`src/rtl/rmii_phy_emu.sv`:
```
// -----------------------------------------------------------------------------
// rmii_phy_emu
// PHY-side RMII endpoint. Lets the FPGA act as the "PHY" toward an RMII MAC.
//   Receive side : MAC TX_EN/TXD dibits -> preamble/SFD stripped -> byte stream.
//   Transmit side: byte stream (valid/ready/last) -> preamble, SFD, data dibits,
//                  CRS_DV and inter-frame gap toward the MAC.
// Ports
//   rmii_ref_clk        50 MHz reference clock (only clock)
//   rst                 synchronous reset, active high
//   mode_speed          0: 10M (one action per 10 cycles), 1: 100M (every cycle)
//   mac_rmii_txen/txd   dibits from the MAC
//   mac_rmii_crsdv/rxer/rxd  registered dibit outputs toward the MAC
//   tx_valid/tx_ready/tx_data/tx_last  byte input; tx_underflow abort pulse
//   rx_valid/rx_data    received byte pulse; rx_end/rx_err end-of-frame pulse
// -----------------------------------------------------------------------------
module rmii_phy_emu #(
    parameter int PREAMBLE_BYTES = 7,
    parameter int IFG_BYTES      = 12
) (
    input  logic       rmii_ref_clk,
    input  logic       rst,
    input  logic       mode_speed,
    input  logic       mac_rmii_txen,
    input  logic [1:0] mac_rmii_txd,
    output logic       mac_rmii_crsdv,
    output logic       mac_rmii_rxer,
    output logic [1:0] mac_rmii_rxd,
    input  logic       tx_valid,
    output logic       tx_ready,
    input  logic [7:0] tx_data,
    input  logic       tx_last,
    output logic       tx_underflow,
    output logic       rx_valid,
    output logic [7:0] rx_data,
    output logic       rx_end,
    output logic       rx_err
);

    // Preamble: PREAMBLE_BYTES*4 dibits of 01 plus the three leading 01 dibits of the SFD.
    localparam logic [6:0] PRE_PERIODS = 7'(PREAMBLE_BYTES * 4 + 3);
    localparam logic [6:0] IFG_PERIODS = 7'(IFG_BYTES * 4);

    typedef enum logic [2:0] {
        TX_IDLE  = 3'd0,
        TX_PRE   = 3'd1,
        TX_SFD   = 3'd2,
        TX_DATA  = 3'd3,
        TX_UNDER = 3'd4,
        TX_IFG   = 3'd5
    } tx_state_t;

    typedef enum logic {
        RX_HUNT = 1'b0,
        RX_DATA = 1'b1
    } rx_state_t;

    tx_state_t  tx_state_q, tx_state_d;
    rx_state_t  rx_state_q, rx_state_d;

    logic       mode_q, mode_d;
    logic [3:0] cnt_q, cnt_d;
    logic [6:0] tx_cnt_q, tx_cnt_d;
    logic [7:0] hold_data_q, hold_data_d;
    logic       hold_last_q, hold_last_d;
    logic       hold_valid_q, hold_valid_d;
    logic [7:0] shift_q, shift_d;
    logic       cur_last_q, cur_last_d;
    logic [1:0] dib_q, dib_d;
    logic       crsdv_q, crsdv_d;
    logic [1:0] rxd_q, rxd_d;
    logic       rxer_q, rxer_d;
    logic       uf_q, uf_d;
    logic       txen_q, txen_d;
    logic [1:0] txd_q, txd_d;
    logic [1:0] prev_q, prev_d;
    logic [7:0] rx_byte_q, rx_byte_d;
    logic [1:0] rx_cnt_q, rx_cnt_d;
    logic       rx_valid_q, rx_valid_d;
    logic [7:0] rx_data_q, rx_data_d;
    logic       rx_end_q, rx_end_d;
    logic       rx_err_q, rx_err_d;

    logic       clear;
    logic       action;
    logic       load_byte;

    // A speed change behaves exactly like reset so no half-rate frame survives.
    assign clear  = rst | (mode_q != mode_speed);
    assign action = (cnt_q == 4'd0);
    assign mode_d = mode_speed;

    // FSM state registers for both paths.
    always_ff @(posedge rmii_ref_clk) begin
        if (clear) begin
            tx_state_q <= TX_IDLE;
            rx_state_q <= RX_HUNT;
        end else begin
            tx_state_q <= tx_state_d;
            rx_state_q <= rx_state_d;
        end
    end

    // Datapath and output registers; mode_q always tracks the pin.
    always_ff @(posedge rmii_ref_clk) begin
        mode_q <= mode_d;
        if (clear) begin
            cnt_q        <= 4'd0;
            tx_cnt_q     <= 7'd0;
            hold_data_q  <= 8'd0;
            hold_last_q  <= 1'b0;
            hold_valid_q <= 1'b0;
            shift_q      <= 8'd0;
            cur_last_q   <= 1'b0;
            dib_q        <= 2'd0;
            crsdv_q      <= 1'b0;
            rxd_q        <= 2'd0;
            rxer_q       <= 1'b0;
            uf_q         <= 1'b0;
            txen_q       <= 1'b0;
            txd_q        <= 2'd0;
            prev_q       <= 2'd0;
            rx_byte_q    <= 8'd0;
            rx_cnt_q     <= 2'd0;
            rx_valid_q   <= 1'b0;
            rx_data_q    <= 8'd0;
            rx_end_q     <= 1'b0;
            rx_err_q     <= 1'b0;
        end else begin
            cnt_q        <= cnt_d;
            tx_cnt_q     <= tx_cnt_d;
            hold_data_q  <= hold_data_d;
            hold_last_q  <= hold_last_d;
            hold_valid_q <= hold_valid_d;
            shift_q      <= shift_d;
            cur_last_q   <= cur_last_d;
            dib_q        <= dib_d;
            crsdv_q      <= crsdv_d;
            rxd_q        <= rxd_d;
            rxer_q       <= rxer_d;
            uf_q         <= uf_d;
            txen_q       <= txen_d;
            txd_q        <= txd_d;
            prev_q       <= prev_d;
            rx_byte_q    <= rx_byte_d;
            rx_cnt_q     <= rx_cnt_d;
            rx_valid_q   <= rx_valid_d;
            rx_data_q    <= rx_data_d;
            rx_end_q     <= rx_end_d;
            rx_err_q     <= rx_err_d;
        end
    end

    // Action-strobe divider: 0..9 in 10M, pinned at 0 in 100M.
    always_comb begin
        if (mode_q) begin
            cnt_d = 4'd0;
        end else if (cnt_q == 4'd9) begin
            cnt_d = 4'd0;
        end else begin
            cnt_d = cnt_q + 4'd1;
        end
    end

    // TX next-state logic.
    always_comb begin
        tx_state_d = tx_state_q;
        if (action) begin
            case (tx_state_q)
                TX_IDLE:  tx_state_d = hold_valid_q ? TX_PRE : TX_IDLE;
                TX_PRE:   tx_state_d = (tx_cnt_q == PRE_PERIODS) ? TX_SFD : TX_PRE;
                TX_SFD:   tx_state_d = TX_DATA;
                TX_DATA: begin
                    // dib_q wraps to 0 once all four dibits of a byte have gone out.
                    if (dib_q != 2'd0) begin
                        tx_state_d = TX_DATA;
                    end else if (cur_last_q) begin
                        tx_state_d = TX_IFG;
                    end else if (hold_valid_q) begin
                        tx_state_d = TX_DATA;
                    end else begin
                        tx_state_d = TX_UNDER;
                    end
                end
                TX_UNDER: tx_state_d = TX_IFG;
                TX_IFG:   tx_state_d = (tx_cnt_q == IFG_PERIODS) ? TX_IDLE : TX_IFG;
                default:  tx_state_d = TX_IDLE;
            endcase
        end else begin
            tx_state_d = tx_state_q;
        end
    end

    // TX outputs and datapath: the dibit for the coming period is registered on the action edge.
    always_comb begin
        hold_data_d  = hold_data_q;
        hold_last_d  = hold_last_q;
        hold_valid_d = hold_valid_q;
        shift_d      = shift_q;
        cur_last_d   = cur_last_q;
        dib_d        = dib_q;
        tx_cnt_d     = tx_cnt_q;
        crsdv_d      = crsdv_q;
        rxd_d        = rxd_q;
        rxer_d       = rxer_q;
        uf_d         = 1'b0;
        load_byte    = 1'b0;
        // Fill only when empty, so a drain and a fill never coincide.
        if (tx_valid && !hold_valid_q) begin
            hold_data_d  = tx_data;
            hold_last_d  = tx_last;
            hold_valid_d = 1'b1;
        end else begin
            hold_valid_d = hold_valid_q;
        end
        if (action) begin
            load_byte = (tx_state_d == TX_DATA) &&
                        ((tx_state_q == TX_SFD) || (dib_q == 2'd0));
            if (tx_state_d != tx_state_q) begin
                tx_cnt_d = 7'd1;
            end else begin
                tx_cnt_d = tx_cnt_q + 7'd1;
            end
            case (tx_state_d)
                TX_PRE: begin
                    crsdv_d = 1'b1;
                    rxd_d   = 2'b01;
                    rxer_d  = 1'b0;
                end
                TX_SFD: begin
                    crsdv_d = 1'b1;
                    rxd_d   = 2'b11;
                    rxer_d  = 1'b0;
                end
                TX_DATA: begin
                    crsdv_d = 1'b1;
                    rxer_d  = 1'b0;
                    if (load_byte) begin
                        rxd_d        = hold_data_q[1:0];
                        shift_d      = {2'b00, hold_data_q[7:2]};
                        cur_last_d   = hold_last_q;
                        hold_valid_d = 1'b0;
                        dib_d        = 2'd1;
                    end else begin
                        rxd_d   = shift_q[1:0];
                        shift_d = {2'b00, shift_q[7:2]};
                        dib_d   = dib_q + 2'd1;
                    end
                end
                TX_UNDER: begin
                    crsdv_d = 1'b1;
                    rxd_d   = 2'b00;
                    rxer_d  = 1'b1;
                    uf_d    = 1'b1;
                end
                default: begin
                    crsdv_d = 1'b0;
                    rxd_d   = 2'b00;
                    rxer_d  = 1'b0;
                end
            endcase
        end else begin
            load_byte = 1'b0;
        end
    end

    // RX next-state logic.
    always_comb begin
        rx_state_d = rx_state_q;
        if (action) begin
            case (rx_state_q)
                RX_HUNT: begin
                    if (txen_q && (prev_q == 2'b01) && (txd_q == 2'b11)) begin
                        rx_state_d = RX_DATA;
                    end else begin
                        rx_state_d = RX_HUNT;
                    end
                end
                RX_DATA: rx_state_d = txen_q ? RX_DATA : RX_HUNT;
                default: rx_state_d = RX_HUNT;
            endcase
        end else begin
            rx_state_d = rx_state_q;
        end
    end

    // RX datapath: input capture every cycle, byte assembly and pulses on action.
    always_comb begin
        txen_d     = mac_rmii_txen;
        txd_d      = mac_rmii_txd;
        prev_d     = prev_q;
        rx_byte_d  = rx_byte_q;
        rx_cnt_d   = rx_cnt_q;
        rx_data_d  = rx_data_q;
        rx_valid_d = 1'b0;
        rx_end_d   = 1'b0;
        rx_err_d   = 1'b0;
        if (action) begin
            case (rx_state_q)
                RX_HUNT: begin
                    // Forget history across idle so a stale 01 cannot pair with a later 11.
                    prev_d   = txen_q ? txd_q : 2'b00;
                    rx_cnt_d = 2'd0;
                end
                RX_DATA: begin
                    if (txen_q) begin
                        rx_byte_d = {txd_q, rx_byte_q[7:2]};
                        rx_cnt_d  = rx_cnt_q + 2'd1;
                        if (rx_cnt_q == 2'd3) begin
                            rx_valid_d = 1'b1;
                            rx_data_d  = {txd_q, rx_byte_q[7:2]};
                        end else begin
                            rx_valid_d = 1'b0;
                        end
                    end else begin
                        rx_end_d = 1'b1;
                        rx_err_d = (rx_cnt_q != 2'd0);
                        prev_d   = 2'b00;
                        rx_cnt_d = 2'd0;
                    end
                end
                default: begin
                    prev_d   = 2'b00;
                    rx_cnt_d = 2'd0;
                end
            endcase
        end else begin
            prev_d = prev_q;
        end
    end

    assign tx_ready       = ~hold_valid_q;
    assign mac_rmii_crsdv = crsdv_q;
    assign mac_rmii_rxd   = rxd_q;
    assign mac_rmii_rxer  = rxer_q;
    assign tx_underflow   = uf_q;
    assign rx_valid       = rx_valid_q;
    assign rx_data        = rx_data_q;
    assign rx_end         = rx_end_q;
    assign rx_err         = rx_err_q;

endmodule

```
`config.mk`:
```
export PLATFORM = sky130hd
export DESIGN_NAME = rmii_phy_emu
export DESIGN_NICKNAME = d
export VERILOG_FILES = /design/src/rtl/rmii_phy_emu.sv
export SDC_FILE = /design/constraint.sdc
export NUM_CORES = 1
export LEC_CHECK = 0
export BUFFER_PORTS_ARGS = -buffer_cell sky130_fd_sc_hd__buf_2
export CELL_PAD_IN_SITES_DETAIL_PLACEMENT = 0
export CELL_PAD_IN_SITES_GLOBAL_PLACEMENT = 2
export CORE_ASPECT_RATIO = 1.75
export CORE_UTILIZATION = 34
export DETAILED_ROUTE_END_ITERATION = 6
export GPL_TIMING_DRIVEN = 0
export PLACE_DENSITY = 0.86
export SLEW_MARGIN = 0
export SYNTH_ARGS = -nofsm -noshare
export SYNTH_HDL_FRONTEND = slang
export SYNTH_SLANG_ARGS = --single-unit
export TNS_END_PERCENT = 20
```
`constraint.sdc`:
```
create_clock -name rmii_ref_clk -period 2.8 [get_ports rmii_ref_clk]
set_input_delay 0 -clock rmii_ref_clk [delete_from_list [all_inputs] [get_ports rmii_ref_clk]]
set_output_delay 0 -clock rmii_ref_clk [all_outputs]
set_load 0.01 [all_outputs]
```
==> reports/metrics.cfg, run 1 <==
[yosys]
syn_avg_cell_area_sq_um = 8.45
synth_nets = 349
synth-edff-count = 0
syn_inst = 325
synth-seq-cells = 64
async_flop_share_pct = 0
synth.area.top_cells = dfxtp_1 47%, nand2_1 7.7%, a21oi_1 5.6%, nor2_1 4.0%, ha_1 3.6%
synth_area_sq_mm = 0.00275
synth_top_area_share_pct = 46.7
ys.warnings.count = 0
synth_cell_type_count = 43
synth_flop_cell = dfxtp_1
yosysTopAreaCell = dfxtp_1
yosysSeqAreaShare_pct = 46.7

[sta]
slew_headroom_pct = 53.9
final_max_slew_viol_count = 0
rsz0062_at_grt = false
fin_crit_sh_pct = 89.3
hold_slack_ns = 0.0159
worst_pin_slew_ns = 0.674
setup_tns_ns = 0
fin_crit_ns = 2.50
finalHoldViolCount = 0
fmax_mhz = 400
setup_violations = 0
finalClockSkew_ns = 0.00792

[clock_tree]
h-tree-depth = 3
clock-sinks = 64
cts_inserted_buffers = 9
cts_tree = yes
clockBufferDepth = 2
clkTransAtPathRegs_ns = 0.05
clkLatencyLatePin_ns = 0.33
cts-root-buf = clkbuf_16
cts_setup_buffers = 0

[pwr]
ir_drop_mv = 0.340
power.density_mw_per_mm2 = 641
p_leak_uw = 0.00137

[setup_path]
arrival_ns = 2.68
crit_family = simple AND/OR/NAND/NOR gates
critical-path-max-stage-delay_ns = 0.58
cpMaxStageDelayCell = nor4bb_1
worst_setup_path_start_kind = flip-flop
required_ns = 2.98
crit_type = reg -> reg
crit_chain = ha_1 -> nor4bb_1 -> a2111oi_0 -> or3_1 -> buf_6 -> nor3_4 -> xor2_1 -> a21oi_1
worstSetupStartpoint = tx_cnt_q[0]$_SDFFE_PP0P_
r2r_start = tx_cnt_q[0]$_SDFFE_PP0P_
path_buf_inv = 1
end_kind = flip-flop
path_max_fanout = 5

[routing]
ant_nets = 0
drcViolationCount = 0
routed_wl_microns = 6460
vias = 2419
viasPerCell = 5.08
first_iter_violations = 125
first_pass_iters = 4
wire_per_inst_microns = 13.6

[finish]
layout_common_cells = 64 x dfxtp_1, 56 x nand2_1, 32 x buf_2
layout_commonest_cell = dfxtp_1
drive_above_1_share_pct = 13.2
layout.cells.non_filler = 476
fin_area_sq_mm = 0.00347
diodes = 0
nets = 406
fin_util_pct = 44.1
area_delta_synth_final_pct = 26.2

[floorplanning]
io_pins = 33
die_y_microns = 121
initial_utilization_pct = 35.0
die_w_microns = 69.9
num_rows = 43
die_area_sq_mm = 0.00846
core_sq_mm = 0.00786

[status]
status = finished, final reports clean

[worst_hold_path]
hp-start = rst
hold_class = in -> reg

[placed_design]
gp_congestion = 0.824
dp_hpwl_microns = 4770
placedCellCount = 447
place_area_sq_mm = 0.00302
port_buffers = 32

[global_routing]
grt_pass1_wl_microns = 10600
antenna_found_initial = 0
grt_max_degree = 11
grt_overflow_total = 0
grt_usage_pct = 16.2
grt_pass1_vias = 2226

[run]
max_cap_viol_count = 0

[final cells by class]
type                    count  area (sq um)
plain buffers              16          67.6
fillers                   793          4390
clock inverters             2          37.5
clock buffers              13           270
flip-flops and latches     64          1280
inverters                  15          56.3
repair buffers             46           300
well taps                  90           113
multi-input cells         230          1340
[synth_stat cells, types with 4 or more instances]
master and n:
a21oi_1 31, a22oi_1 4, and2_1 6, clkbuf_1 13, dfxtp_1 64, ha_1 8
inv_1 15, mux2i_1 7, nand2_1 56, nand3_1 20, nor2_1 29, nor2b_1 6
nor3_1 5, o21ai_0 6, o21ai_1 5, o22a_1 5, o31ai_1 6
[timing repair]
item / in CTS / in global routing
endpoints found under the hold margin: 14 / 0
hold buffers: 14 / 0
gates resized for setup: 0 / 0
[worst paths after layout]
path	endpoint	slack (ns)	depth (start not counted)
worst max-delay path	mac_rmii_crsdv$_SDFFE_PP0P_	0.30	8
worst min-delay path	cur_last_q$_SDFFE_PP0P_	0.02	4
worst max register to register	mac_rmii_crsdv$_SDFFE_PP0P_	0.30	8
worst min register to register	rx_data[0]$_SDFFE_PP0P_	0.45	2
[layer usage]
metal / track usage [%] / part of all wire [%] / vias up
met2: 29.7 / 54 / 33
met5: 0 / 0 / -
met4: 7.63 / 2.0 / 0
li1: - / - / 1244
met3: 3.90 / 2.9 / 11
met1: 17.1 / 41 / 1131
[cell families after synthesis]
family | Yosys count | share of synthesized area, %
fa+ha+maj | 8 | 3.64
simple gates | 138 | 24.3
flops | 64 | 46.7
mux | 7 | 2.55
compound gates | 72 | 16.8
buf+inv | 31 | 4.51
xor+xnor | 5 | 1.59
[sequential cells by signal, summed over array words and instances, names as in the netlist, 2 cells and up]
register / count
hold_data_q: 8
rx_data: 8
tx_cnt_q: 7
rx_byte_q: 6
shift_q: 6
cnt_q: 4
tx_state_q: 3
dib_q: 2
mac_rmii_rxd: 2
prev_q: 2
rx_cnt_q: 2
txd_q: 2
[worst register-to-register path, cell delays in order (launching register included)]
cell and delay (ns):
dfxtp_1 0.36, ha_1 0.23, nor4bb_1 0.58, a2111oi_0 0.26, or3_1 0.36, buf_6 0.15
nor3_4 0.18, xor2_1 0.16, a21oi_1 0.08
[report_power, final]
part / internal [uW] / total, uW / switching [uW]
sequential: 928 / 941 / 13.8
combinational: 57.9 / 148 / 90.5
clock: 756 / 1130 / 377
[metrics by stage]
| step | power [uW] | setup WS (ns) |
|---|---|---|
| floorplan | 1040 | 0.479 |
| global placement | 1100 | 0.296 |
| detailed placement | 1100 | 0.322 |
| CTS | 2250 | 0.289 |
| global route | 2310 | 0.0838 |
| finish | 2220 | 0.301 |
Power figures use the tool's default switching activity.
==> inputs of run 2 (changes only) <==
--- a/config.mk
+++ b/config.mk
@@ -12,7 +12,7 @@
 export CORE_UTILIZATION = 34
 export DETAILED_ROUTE_END_ITERATION = 6
 export GPL_TIMING_DRIVEN = 0
-export PLACE_DENSITY = 0.86
+export PLACE_DENSITY = 0.87
 export SLEW_MARGIN = 0
 export SYNTH_ARGS = -nofsm -noshare
 export SYNTH_HDL_FRONTEND = slang
==> reports/metrics.cfg, run 2 (synthesis gave the netlist of run 1 again) <==
[finish]
nets = 406
area_delta_synth_final_pct = 24.1
layout.cells.non_filler = 473
drive_above_1_share_pct = 12.8
diodes = 0
layout_common_cells = 64 x dfxtp_1, 56 x nand2_1, 32 x buf_2
layout_commonest_cell = dfxtp_1

[setup_path]
end_kind = flip-flop
r2r_end = mac_rmii_crsdv$_SDFFE_PP0P_
r2r_slack_ns = 0.29
critical-path-max-stage-delay_ns = 0.60
r2r_start = tx_cnt_q[0]$_SDFFE_PP0P_
path_buf_inv = 1
critical_path_depth = 8
crit_type = reg -> reg
cpMaxStageDelayCell = nor4bb_1
rr_worst_depth = 8
arrival_ns = 2.70
path_max_fanout = 5
cp-endpoint = mac_rmii_crsdv$_SDFFE_PP0P_
worstSetupStartpoint = tx_cnt_q[0]$_SDFFE_PP0P_
required_ns = 2.98
crit_chain = ha_1 -> nor4bb_1 -> a2111oi_0 -> or3_1 -> buf_6 -> nor3_4 -> xor2_1 -> a21oi_1
crit_family = simple AND/OR/NAND/NOR gates
worst_setup_path_start_kind = flip-flop

[pwr]
power.density_mw_per_mm2 = 599
ir_drop_mv = 0.260
p_leak_uw = 0.00135

[sta]
finalHoldViolCount = 0
setup_violations = 0
fin_crit_ns = 2.51
setup_ws_ns = 0.289
slew_headroom_pct = 50.4
setup_tns_ns = 0
fmax_mhz = 398
finalClockSkew_ns = 0.00442
fin_crit_sh_pct = 89.7
rsz0062_at_grt = false
final_max_slew_viol_count = 0
worst_pin_slew_ns = 0.725

[clock_tree]
cts_inserted_buffers = 9
clock-sinks = 64
h-tree-depth = 3
clkTransAtPathRegs_ns = 0.05
cts-root-buf = clkbuf_16
cts_resized = 0
clkLatencyLatePin_ns = 0.32
cts_hold_buffers = 14
cts_tree = yes
cts_setup_buffers = 0
clockBufferDepth = 2

[routing]
drcViolationCount = 0
ant_nets = 0
first_iter_violations = 115
viasPerCell = 5.05
routed_wl_microns = 6540
wire_per_inst_microns = 13.8
first_pass_iters = 4
vias = 2391

[global_routing]
antenna_found_initial = 0
grt_pass1_vias = 2210
grt_max_degree = 11
grt_usage_pct = 16.3
grt_pass1_wl_microns = 10600
grt_overflow_total = 0

[floorplanning]
die_y_microns = 121
initial_utilization_pct = 35.0
io_pins = 33
num_rows = 43
die_area_sq_mm = 0.00846
die_w_microns = 69.9
core_sq_mm = 0.00786

[status]
status = finished, final reports clean

[placed_design]
gp_congestion = 0.824
port_buffers = 32
dp_worst_setup_slack_ns = 0.309
dp_hpwl_microns = 4800
placedCellCount = 447

[worst_hold_path]
hold_class = in -> reg

[run]
max_cap_viol_count = 0

run 2: worst min path at each step:
stage	startpoint	to	depth (start not counted)
after floorplan	mode_speed	mode_q$_DFF_P_	0
after detailed placement	mode_speed	mode_q$_DFF_P_	1
after global routing	rst	cur_last_q$_SDFFE_PP0P_	4
final	rst	cur_last_q$_SDFFE_PP0P_	4
after CTS	rst	cur_last_q$_SDFFE_PP0P_	4
after global placement	mode_speed	mode_q$_DFF_P_	1
run 2: tightest hold or removal path: stages:
cell and delay [ns]:
buf_2 0.08, nor2b_1 0.08, nand2_1 0.08, o21ai_1 0.05
run 2: metrics by stage:
stage / power (uW) / instance area (sq um) / hold WS [ns] / utilization, %
final: 2040 / 3410 / 0.0154 / 43.4
after global routing: 2130 / 3410 / 0.0548 / 43.4
after CTS: 2070 / 3410 / 0.0155 / 43.4
after detailed placement: 1100 / 3020 / 0.130 / 38.4
after global placement: 1100 / 3020 / 0.129 / 38.4
after floorplan: 1040 / 2750 / 0.0277 / -
run 2: power by group:
part / switching [uW] / total (uW) / internal (uW)
sequential: 14.0 / 942 / 928
clock: 355 / 952 / 598
combinational: 89.9 / 148 / 57.7
total: 459 / 2040 / 1580
run 2: layer usage:
metal	vias up	share of wire (%)	track usage (%)
li1	1242	-	-
met1	1106	41	17.2
met2	37	55	30.0
met3	6	2.4	3.49
met4	0	1.7	8.00
met5	-	0	0
run 2: cell type report:
class	count	area (sq um)
Tap cell	90	113
Timing Repair Buffer	46	300
Buffer	16	67.6
Clock buffer	10	239
Clock inverter	2	10.0
Multi-Input combinational cell	230	1340
Fill cell	826	4450
Sequential cell	64	1280
Inverter	15	56.3
